==> config.mk <==
export PLATFORM = sky130hd
export DESIGN_NAME = prism_anim_sequencer
export DESIGN_NICKNAME = d
export VERILOG_FILES = /design/src/rtl/prism_anim_sequencer.sv
export SDC_FILE = /design/constraint.sdc
export NUM_CORES = 1
export LEC_CHECK = 0
export ABC_AREA = 1
export CAP_MARGIN = 20
export CELL_PAD_IN_SITES_DETAIL_PLACEMENT = 2
export CELL_PAD_IN_SITES_GLOBAL_PLACEMENT = 2
export CORE_UTILIZATION = 29
export DETAILED_ROUTE_END_ITERATION = 10
export HOLD_SLACK_MARGIN = 0.15
export PLACE_DENSITY_LB_ADDON = 0.1
export SYNTH_ARGS = -nofsm -noshare
export SYNTH_HDL_FRONTEND = slang
export SYNTH_SLANG_ARGS = --single-unit
==> constraint.sdc <==
create_clock -name clk -period 4.6 [get_ports clk]
set_clock_uncertainty 0.15 [all_clocks]
set_input_delay 0.46 -clock clk [delete_from_list [all_inputs] [get_ports clk]]
set_output_delay 0.46 -clock clk [all_outputs]
set_load 0.01 [all_outputs]
==> src/rtl/prism_anim_sequencer.sv <==
// prism_anim_sequencer
//   Frame-rate animation sequencer for the prism pixel datapath. Detects the
//   rising edge of vsync to produce one frame_tick per frame, advances an
//   animation phase on each unpaused frame (or single-stepped while paused),
//   and cycles through four scenes with an optional fade-out / fade-in of the
//   colour mask around every scene switch.
//
//   Build option: define PRISM_SEQ_FADE_EN to include the FADE_OUT/FADE_IN
//   states and the fade level; without it the mask is mask_in registered and
//   the FSM goes RUN -> SWITCH -> RUN.
//
//   Ports
//     clk         in   sole clock, rising edge
//     reset       in   synchronous active-high reset
//     vsync       in   vertical sync, synchronous to clk
//     speed[1:0]  in   phase step exponent, step = 1 << speed
//     pause       in   freeze animation while high
//     step_req    in   level request for one advance while paused
//     mask_in[5:0] in  user colour mask {b1,b0,g1,g0,r1,r0}
//     frame_tick  out  one-cycle pulse per frame
//     step_ack    out  one-cycle acknowledge of a consumed step_req
//     anim_count[9:0] out animation phase
//     scene[1:0]  out  current scene index
//     color_mask[5:0] out mask applied to the datapath colour bits
//
//   state    | meaning
//   ---------+-------------------------------------------------------------
//   RUN      | dwelling in the current scene, counting advances
//   FADE_OUT | stepping the fade level down 3 -> 0, one per advance
//   SWITCH   | single cycle, moves to the next scene
//   FADE_IN  | stepping the fade level up 0 -> 3, one per advance
module prism_anim_sequencer #(
    parameter int DWELL_FRAMES = 256
) (
    input  logic       clk,
    input  logic       reset,
    input  logic       vsync,
    input  logic [1:0] speed,
    input  logic       pause,
    input  logic       step_req,
    input  logic [5:0] mask_in,
    output logic       frame_tick,
    output logic       step_ack,
    output logic [9:0] anim_count,
    output logic [1:0] scene,
    output logic [5:0] color_mask
);

    typedef enum logic [1:0] {
        ST_RUN      = 2'd0,
        ST_FADE_OUT = 2'd1,
        ST_SWITCH   = 2'd2,
        ST_FADE_IN  = 2'd3
    } state_t;

    localparam logic [7:0] DWELL_LAST = 8'(DWELL_FRAMES - 1);

    logic       r_vs_q;
    logic       r_frame_tick;
    logic       r_step_ack;
    logic [9:0] r_anim;
    logic [1:0] r_scene;
    logic [7:0] r_dwell;
    logic [5:0] r_mask;
    state_t     r_state;

    state_t     w_state_nxt;
    logic [7:0] w_dwell_nxt;
    logic [1:0] w_scene_nxt;
    logic [5:0] w_mask_nxt;
    logic       w_advance;
    logic       w_step_used;
    logic [9:0] w_anim_step;

`ifdef PRISM_SEQ_FADE_EN
    logic [1:0] r_fade;
    logic [1:0] w_fade_nxt;
`endif

    // step_req only counts while paused; unpaused frames advance anyway.
    assign w_advance   = r_frame_tick & (~pause | step_req);
    assign w_step_used = r_frame_tick & pause & step_req;
    assign w_anim_step = 10'd1 << speed;

    always_comb begin
        w_state_nxt = r_state;
        w_dwell_nxt = r_dwell;
        w_scene_nxt = r_scene;
`ifdef PRISM_SEQ_FADE_EN
        w_fade_nxt  = r_fade;
`endif
        case (r_state)
            ST_RUN: begin
                if (w_advance) begin
                    if (r_dwell == DWELL_LAST) begin
                        w_dwell_nxt = 8'd0;
`ifdef PRISM_SEQ_FADE_EN
                        w_state_nxt = ST_FADE_OUT;
`else
                        w_state_nxt = ST_SWITCH;
`endif
                    end else begin
                        w_dwell_nxt = r_dwell + 8'd1;
                    end
                end
            end
            // SWITCH does not wait for an advance.
            ST_SWITCH: begin
                w_scene_nxt = r_scene + 2'd1;
`ifdef PRISM_SEQ_FADE_EN
                w_state_nxt = ST_FADE_IN;
`else
                w_state_nxt = ST_RUN;
`endif
            end
`ifdef PRISM_SEQ_FADE_EN
            ST_FADE_OUT: begin
                if (w_advance) begin
                    if (r_fade == 2'd0) begin
                        w_state_nxt = ST_SWITCH;
                    end else begin
                        w_fade_nxt = r_fade - 2'd1;
                    end
                end
            end
            ST_FADE_IN: begin
                if (w_advance) begin
                    if (r_fade == 2'd3) begin
                        w_state_nxt = ST_RUN;
                    end else begin
                        w_fade_nxt = r_fade + 2'd1;
                    end
                end
            end
`endif
            default: w_state_nxt = ST_RUN;
        endcase
    end

    // Mask follows the next fade level so it lines up with the state change.
    always_comb begin
`ifdef PRISM_SEQ_FADE_EN
        case (w_fade_nxt)
            2'd3:    w_mask_nxt = mask_in;
            2'd2:    w_mask_nxt = mask_in & 6'b101010;
            2'd1:    w_mask_nxt = mask_in & 6'b100000;
            default: w_mask_nxt = 6'b000000;
        endcase
`else
        w_mask_nxt = mask_in;
`endif
    end

    always_ff @(posedge clk) begin
        if (reset) begin
            // vs_q starts high so a vsync already high at release is not a tick.
            r_vs_q       <= 1'b1;
            r_frame_tick <= 1'b0;
            r_step_ack   <= 1'b0;
            r_anim       <= 10'd0;
            r_scene      <= 2'd0;
            r_dwell      <= 8'd0;
            r_state      <= ST_RUN;
            r_mask       <= mask_in;
`ifdef PRISM_SEQ_FADE_EN
            r_fade       <= 2'd3;
`endif
        end else begin
            r_vs_q       <= vsync;
            r_frame_tick <= vsync & ~r_vs_q;
            r_step_ack   <= w_step_used;
            if (w_advance) begin
                r_anim <= r_anim + w_anim_step;
            end
            r_scene      <= w_scene_nxt;
            r_dwell      <= w_dwell_nxt;
            r_state      <= w_state_nxt;
            r_mask       <= w_mask_nxt;
`ifdef PRISM_SEQ_FADE_EN
            r_fade       <= w_fade_nxt;
`endif
        end
    end

    assign frame_tick = r_frame_tick;
    assign step_ack   = r_step_ack;
    assign anim_count = r_anim;
    assign scene      = r_scene;
    assign color_mask = r_mask;

endmodule
==> results of run 1 <==
## critical path: stages
cell and delay, ns:
clkdlybuf4s50_1 0.53, nor2_1 0.06, ha_1 0.22, fa_1 0.41
nand3_1 0.09, nand2_1 0.11, nand3_1 0.12, o21ai_0 0.11
a21oi_1 0.17
## area by class of cell
cell class | count | share of cell area
clock buffer | 7 | 0.04733
clock inverter | 1 | 0.002743
timing repair buffer | 32 | 0.1756
sequential | 30 | 0.3292
multi-input combinational | 124 | 0.3635
tap | 52 | 0.03567
inverter | 22 | 0.04595
## layer usage
layer	vias up	routed length, µm	part of all wire
li1	633	-	-
met1	624	1697	0.43
met2	28	2001	0.51
met3	6	177	0.045
met4	0	55	0.014
met5	-	0	0
## path summary, 6_finish.rpt
path,endpoint,slack [ns],cells past startpoint
setup / recovery,anim_count[6]$_SDFFE_PP0P_,2.38,9
hold / removal,frame_tick$_SDFF_PP0_,0.24,1
setup reg to reg,anim_count[6]$_SDFFE_PP0P_,2.80,7
hold reg to reg,frame_tick$_SDFF_PP0_,0.24,1
## registers in the layout, summed over array words and instances, names as in the netlist
signal and cells:
anim_count 10, r_dwell 8, color_mask 6, scene 2, frame_tick 1, r_state 1
r_vs_q 1, step_ack 1
## power by group through the flow
| stage | Clock (W) | Combinational (W) | Sequential [W] |
|---|---|---|---|
| global route | 0.000246 | 0.0000478 | 0.000268 |
| floorplan | 0 | 0.0000176 | 0.000275 |
| CTS | 0.000235 | 0.0000444 | 0.000268 |
| finish | 0.000224 | 0.0000435 | 0.000268 |
| global placement | 0 | 0.0000419 | 0.000273 |
| detailed placement | 0 | 0.0000441 | 0.000274 |
## through the flow
stage | std cells | hold WS (ns) | instance area [µm²]
after floorplan | 179 | 0.2243 | 1370
after global placement | 260 | 0.2314 | 1733
after detailed placement | 260 | 0.2385 | 1733
after CTS | 268 | 0.2483 | 1824
after global routing | 268 | 0.2735 | 1824
final | 268 | 0.2443 | 1824
## layout by cell type, fill, tap and decap left out, drive strengths merged
cell type / n
nand4: 5
ha: 5
fa: 1
o21ai: 7
xnor2: 2
a21oi: 12
dfxtp: 30
clkbuf: 7
clkdlybuf4s50: 32
nand2: 42
nor2: 32
nor3: 3
nand3b: 1
xor2: 4
nand3: 10
clkinv: 2
inv: 21
## kinds of logic (layout without fill, tap and decap cells)
| group | count (synthesis) | after routing | synth area share |
|---|---|---|---|
| buf+inv | 25 | 62 | 0.07762 |
| xor+xnor | 6 | 6 | 0.03836 |
| flops | 30 | 30 | 0.4384 |
| simple gates | 93 | 93 | 0.3160 |
| compound gates | 19 | 19 | 0.06941 |
| fa+ha+maj | 6 | 6 | 0.06027 |
==> reports/qor.log, run 1 <==
INFO  floorplanning  placeableCoreArea=4444µm²
INFO  timing         timing.final.crit_period=2.221ns
INFO  timing         timing.final.setup_violations=0
INFO  logic_synthesis post-synth-top-area-fraction=0.4384
INFO  floorplanning  die_h=70.74µm
INFO  floorplanning  dieWidth=70.74µm
INFO  timing         finalSetupTns=0ns
INFO  finish         post_route_cells_drive_above_1_share=0.09722
INFO  finish         antenna_cells=0
INFO  grt            use_met1=0.1916
INFO  hold_path      hold_crit_start=r_vs_q$_SDFF_PP1_
INFO  floorplanning  fp.dieArea=5003µm²
INFO  finish         filler_cell_count=515
INFO  grt            grt_start_max_net_pins=12
INFO  clock_network  cts_tree=built
INFO  worst_setup_path endpoint_kind=flop
INFO  logic_synthesis synthesis.instances=179
INFO  detailed_routing wire_per_inst=14.67µm
INFO  clock_network  insertion_delay=0.29ns
INFO  worst_setup_path critPathLaunchType=primary input
INFO  power_and_ir_drop leakage=0.7777nW
INFO  logic_synthesis dominantRegCellSynth=dfxtp_1
INFO  clock_network  cts_setup_buffers=0
INFO  worst_setup_path cp_max_fo=4
INFO  worst_setup_path cp_data_required_time=4.66ns
INFO  timing         layout_worst_path_cycle_share=0.4828
INFO  power_and_ir_drop power.share.sequential=0.500
INFO  finish         finalCoreUtilization=0.4105
INFO  finish         final-seq-area=600.6µm²
INFO  worst_setup_path critical_path.reg2reg.startpoint=anim_count[0]$_SDFFE_PP0P_
INFO  power_and_ir_drop power.ir.vdd_worst=0.1252mV
INFO  logic_synthesis avgSynthCellArea=7.654µm²
INFO  timing         final_hold_vio_count=0
INFO  timing         worst_slew_margin=0.6943
INFO  flow_run       cap_violations=0
INFO  detailed_routing antenna_violating_nets_post_route=0
INFO  logic_synthesis yosysMostFrequentCell=nand2_1
INFO  place          dpl_worst_slack=2.111ns
INFO  floorplanning  floorplan.io_pins=33
INFO  finish         fin_nets=234
INFO  floorplanning  initial_core_util=0.3083
INFO  power_and_ir_drop proportion_of_total_power_due_to_net_switching=0.2380
INFO  logic_synthesis post_synth_instance_area=1370µm²
INFO  logic_synthesis syn_nets=198
INFO  place          numPortBuffers=32
INFO  detailed_routing dr_total_vias=1291
INFO  timing         tightest_slew=0.4572ns
INFO  clock_network  clkSinkCount=30
INFO  grt            global_route_wire_length_before_repair=6.603mm
INFO  worst_setup_path type_of_the_worst_setup_path=primary input to flop
INFO  worst_setup_path critical_path_arrival=2.28ns
INFO  power_and_ir_drop power_frac_clock=0.419
INFO  place          routabilityCongestion=0.7798
INFO  worst_setup_path setup.worst_path.start=speed[1]
INFO  clock_network  post_cts_resize_count=0
INFO  detailed_routing dr.first_iter.drc_count=42
INFO  power_and_ir_drop p_sw=0.0001273W
INFO  logic_synthesis synthesis.yosys.warnings=0
INFO  grt            use_met3=0.05556
INFO  hold_path      path_class_of_the_lowest_slack_min_delay_path=flop to flop
INFO  logic_synthesis synthArstFlopShare=0
INFO  logic_synthesis ys_top_cells_by_count=nand2_1, dfxtp_1, nor2_1
INFO  logic_synthesis yosys-top-cells-area=dfxtp_1, nand2_1, nor2_1, inv_1, ha_1
INFO  power_and_ir_drop internal-power=0.0004076W
INFO  grt            globalRoute.busiestLayer=met2
INFO  grt            total_global_routing_track_utilization=0.1729
INFO  finish         multi_input_comb_area=663.1µm²
INFO  grt            met2_resource_use_gr=0.3141
INFO  clock_network  num_cts_buffers=5
INFO  clock_network  htree_levels=2
INFO  grt            first_global_vias=1447
INFO  clock_network  number_of_buffers_added_to_fix_hold_violations_after_cts=0
INFO  clock_network  cts-root-buf=clkbuf_8
INFO  finish         syn_to_final_growth=33.15%
INFO  power_and_ir_drop power_density=293.2nW/µm²
INFO  power_and_ir_drop power.total=0.0005349W
INFO  logic_synthesis proportion_of_synthesized_chip_area_in_sequential_cells=0.4384
INFO  logic_synthesis synth.ff_latch_count=30
INFO  grt            grt_remaining_overflow=0
INFO  logic_synthesis synthDominantAreaCellType=dfxtp_1
INFO  outcome        status=finished, final reports clean
INFO  timing         grt_setup_unrepaired=false
INFO  timing         maxClockFrequency=450.3MHz
INFO  grt            grt_antenna_before_repair=0
INFO  logic_synthesis number_of_synthesized_flops_with_an_enable_pin=0
INFO  floorplanning  floorplan.rows=24
INFO  clock_network  clk_pin_slew=0.06ns
INFO  power_and_ir_drop combPwrFrac=0.081
INFO  detailed_routing drt_drc_violations_left=0
INFO  timing         layout_setup_ws=2.379ns
INFO  detailed_routing finalWirelength=3.932mm
INFO  logic_synthesis synth.lib_cells_used.distinct=25
INFO  detailed_routing drt-pass1-iter-count=4
INFO  timing         final-max-slew-violation-count=0
INFO  detailed_routing avgViaCountPerCell=4.817
INFO  place          dp_hpwl=3.002mm
INFO  clock_network  clock_path_buffers=2
Power figures use the tool's default switching activity.
==> run 2, diff against run 1 <==
--- a/config.mk
+++ b/config.mk
@@ -9,7 +9,7 @@
 export CAP_MARGIN = 20
 export CELL_PAD_IN_SITES_DETAIL_PLACEMENT = 2
 export CELL_PAD_IN_SITES_GLOBAL_PLACEMENT = 2
-export CORE_UTILIZATION = 29
+export CORE_UTILIZATION = 24
 export DETAILED_ROUTE_END_ITERATION = 10
 export HOLD_SLACK_MARGIN = 0.15
 export PLACE_DENSITY_LB_ADDON = 0.1
==> constraint.sdc (replaced) <==
create_clock -name clk -period 2.04 [get_ports clk]
set_clock_uncertainty 0.15 [all_clocks]
set_input_delay 0.204 -clock clk [delete_from_list [all_inputs] [get_ports clk]]
set_output_delay 0.204 -clock clk [all_outputs]
set_load 0.01 [all_outputs]
==> reports/qor.log, run 2 (synthesis gave the netlist of run 1 again) <==
INFO  timing         layout_worst_path_cycle_share=0.9027
INFO  timing         tightest_slew=0.3356ns
INFO  timing         final_hold_vio_count=0
INFO  floorplanning  floorplan.rows=27
INFO  power_and_ir_drop power_density=635.4nW/µm²
INFO  worst_setup_path cp_data_required_time=2.10ns
INFO  finish         multi_input_comb_area=665.6µm²
INFO  place          routabilityCongestion=0.7223
INFO  finish         fin_nets=238
INFO  grt            grt_remaining_overflow=0
INFO  grt            global_route_wire_length_before_repair=6.361mm
INFO  finish         antenna_cells=0
INFO  detailed_routing dr_total_vias=1285
INFO  worst_setup_path r2r_slack=0.38ns
INFO  timing         timing.final.crit_period=1.842ns
INFO  timing         maxClockFrequency=543.0MHz
INFO  finish         most-common-layout-cells=nand2_1, clkdlybuf4s50_1, dfxtp_1, nor2_1, inv_1
INFO  worst_setup_path critPathLaunchType=primary input
INFO  grt            met2_resource_use_gr=0.2425
INFO  detailed_routing finalWirelength=3.528mm
INFO  detailed_routing avgViaCountPerCell=4.401
INFO  worst_setup_path cp_max_fo=4
INFO  finish         largest_register_ffs=10
INFO  outcome        status=finished, final reports clean
INFO  place          place_inst=284
INFO  clock_network  clk_pin_slew=0.06ns
INFO  finish         post_route_cells_drive_above_1_share=0.1182
INFO  timing         final-max-slew-violation-count=0
INFO  place          dpl-instance-area=1788µm²
INFO  finish         syn_to_final_growth=37.35%
INFO  grt            use_met1=0.1442
INFO  worst_setup_path type_of_the_worst_setup_path=primary input to flop
INFO  clock_network  clkSinkCount=30
INFO  hold_path      path_class_of_the_lowest_slack_min_delay_path=primary input to flop
INFO  detailed_routing antenna_violating_nets_post_route=0
INFO  worst_setup_path worst_r2r_endpoint=anim_count[6]$_SDFFE_PP0P_
INFO  power_and_ir_drop leakage=0.7980nW
INFO  floorplanning  floorplan.io_pins=33
INFO  finish         final_common_cell=nand2_1
INFO  grt            use_met3=0.04471
INFO  timing         grt_setup_unrepaired=false
INFO  timing         worst_slew_margin=0.7754
INFO  timing         timing.final.setup_violations=0
INFO  grt            grt_start_max_net_pins=12
INFO  finish         final-seq-area=600.6µm²
INFO  grt            total_global_routing_track_utilization=0.1345
INFO  detailed_routing drt-pass1-iter-count=3
INFO  finish         filler_cell_count=655
INFO  worst_setup_path critPathCapture=anim_count[6]$_SDFFE_PP0P_
INFO  worst_setup_path critical_path.reg2reg.startpoint=anim_count[0]$_SDFFE_PP0P_
INFO  clock_network  clock_path_buffers=2
INFO  place          numPortBuffers=32
INFO  floorplanning  placeableCoreArea=5507µm²
INFO  grt            first_global_vias=1411
INFO  clock_network  htree_levels=2
INFO  floorplanning  initial_core_util=0.2488
INFO  floorplanning  dieWidth=77.56µm
INFO  clock_network  cts-root-buf=clkbuf_8
INFO  worst_setup_path reg2regPathDepth=7
INFO  detailed_routing drt_drc_violations_left=0
INFO  worst_setup_path setup.worst_path.start=speed[0]
INFO  floorplanning  die_h=77.56µm
INFO  worst_setup_path endpoint_kind=flop
INFO  worst_setup_path critical_path_arrival=1.90ns
INFO  grt            globalRoute.busiestLayer=met2
INFO  power_and_ir_drop power.total=0.001196W
INFO  detailed_routing wire_per_inst=12.08µm
INFO  detailed_routing dr.first_iter.drc_count=21
INFO  clock_network  num_cts_buffers=5
INFO  power_and_ir_drop power.ir.vdd_worst=0.3148mV
INFO  flow_run       cap_violations=0
INFO  grt            grt_antenna_before_repair=0
INFO  clock_network  number_of_buffers_added_to_fix_hold_violations_after_cts=0
INFO  clock_network  cts_setup_buffers=0
INFO  finish         final_non_filler_cells=292
INFO  finish         final_design_area_no_fill=1882µm²
INFO  clock_network  cts_tree=built
INFO  place          dp_hpwl=2.864mm
INFO  clock_network  insertion_delay=0.28ns
INFO  timing         hold_slack=0.2185ns
INFO  floorplanning  fp.dieArea=6015µm²
==> run 2: changes by cell type in the layout (fill, tap and decap cells not counted), sizes merged <==
| cell | before | now |
|---|---|---|
| buf | 0 | 4 |
==> run 2: routing by layer <==
layer  wire (µm)  vias up
li1            -      645
met1        1528      608
met2        1780       25
met3         167        7
met4          52        0
met5           0        -
==> run 2: cell type report <==
class                   count  share of cell area
clock buffers               7             0.04588
clock inverters             1            0.002660
inverters                  22             0.04455
multi-input cells         124              0.3537
flip-flops and latches     30              0.3191
well taps                  72             0.04787
repair buffers             36              0.1862
==> run 2: timing repair <==
item / 4_1_cts / 5_1_grt
hold endpoints to repair: 0 / 0
resized for setup: 0 / 1
setup endpoints to repair: 0 / 1
==> run 2: worst min-delay path by stage <==
stage	from	endpoint	cells after the start
global placement	r_vs_q$_SDFF_PP1_	frame_tick$_SDFF_PP0_	1
global route	mask_in[1]	color_mask[1]$_DFF_P_	1
CTS	mask_in[5]	color_mask[5]$_DFF_P_	1
floorplan	mask_in[0]	color_mask[0]$_DFF_P_	0
finish	mask_in[5]	color_mask[5]$_DFF_P_	1
detailed placement	r_vs_q$_SDFF_PP1_	frame_tick$_SDFF_PP0_	1
==> run 2: critical path, cell delays in order <==
cell,delay (ns)
clkdlybuf4s50_1,0.53
nor2_1,0.07
ha_1,0.20
fa_1,0.39
nand3_1,0.10
nand2_2,0.09
nand3_1,0.10
o21ai_0,0.08
a21oi_1,0.13
==> run 2: through the flow <==
step / setup TNS (ns) / worst slack [ns] / utilization
after floorplan: 0 / 0.4337 / -
after global placement: -0.08721 / -0.04294 / 0.3247
after detailed placement: -0.6272 / -0.1477 / 0.3247
after CTS: 0 / 0.1504 / 0.3413
after global routing: 0 / 0.03798 / 0.3417
final: 0 / 0.1984 / 0.3417
==> run 2: power breakdown <==
part / internal (W) / switching (W) / leakage (nW) / total (W)
sequential: 0.000597 / 0.00000592 / 0.245 / 0.000603
clock: 0.000272 / 0.000220 / 0.0482 / 0.000492
combinational: 0.0000540 / 0.0000468 / 0.505 / 0.000101
total: 0.000923 / 0.000273 / 0.798 / 0.00120
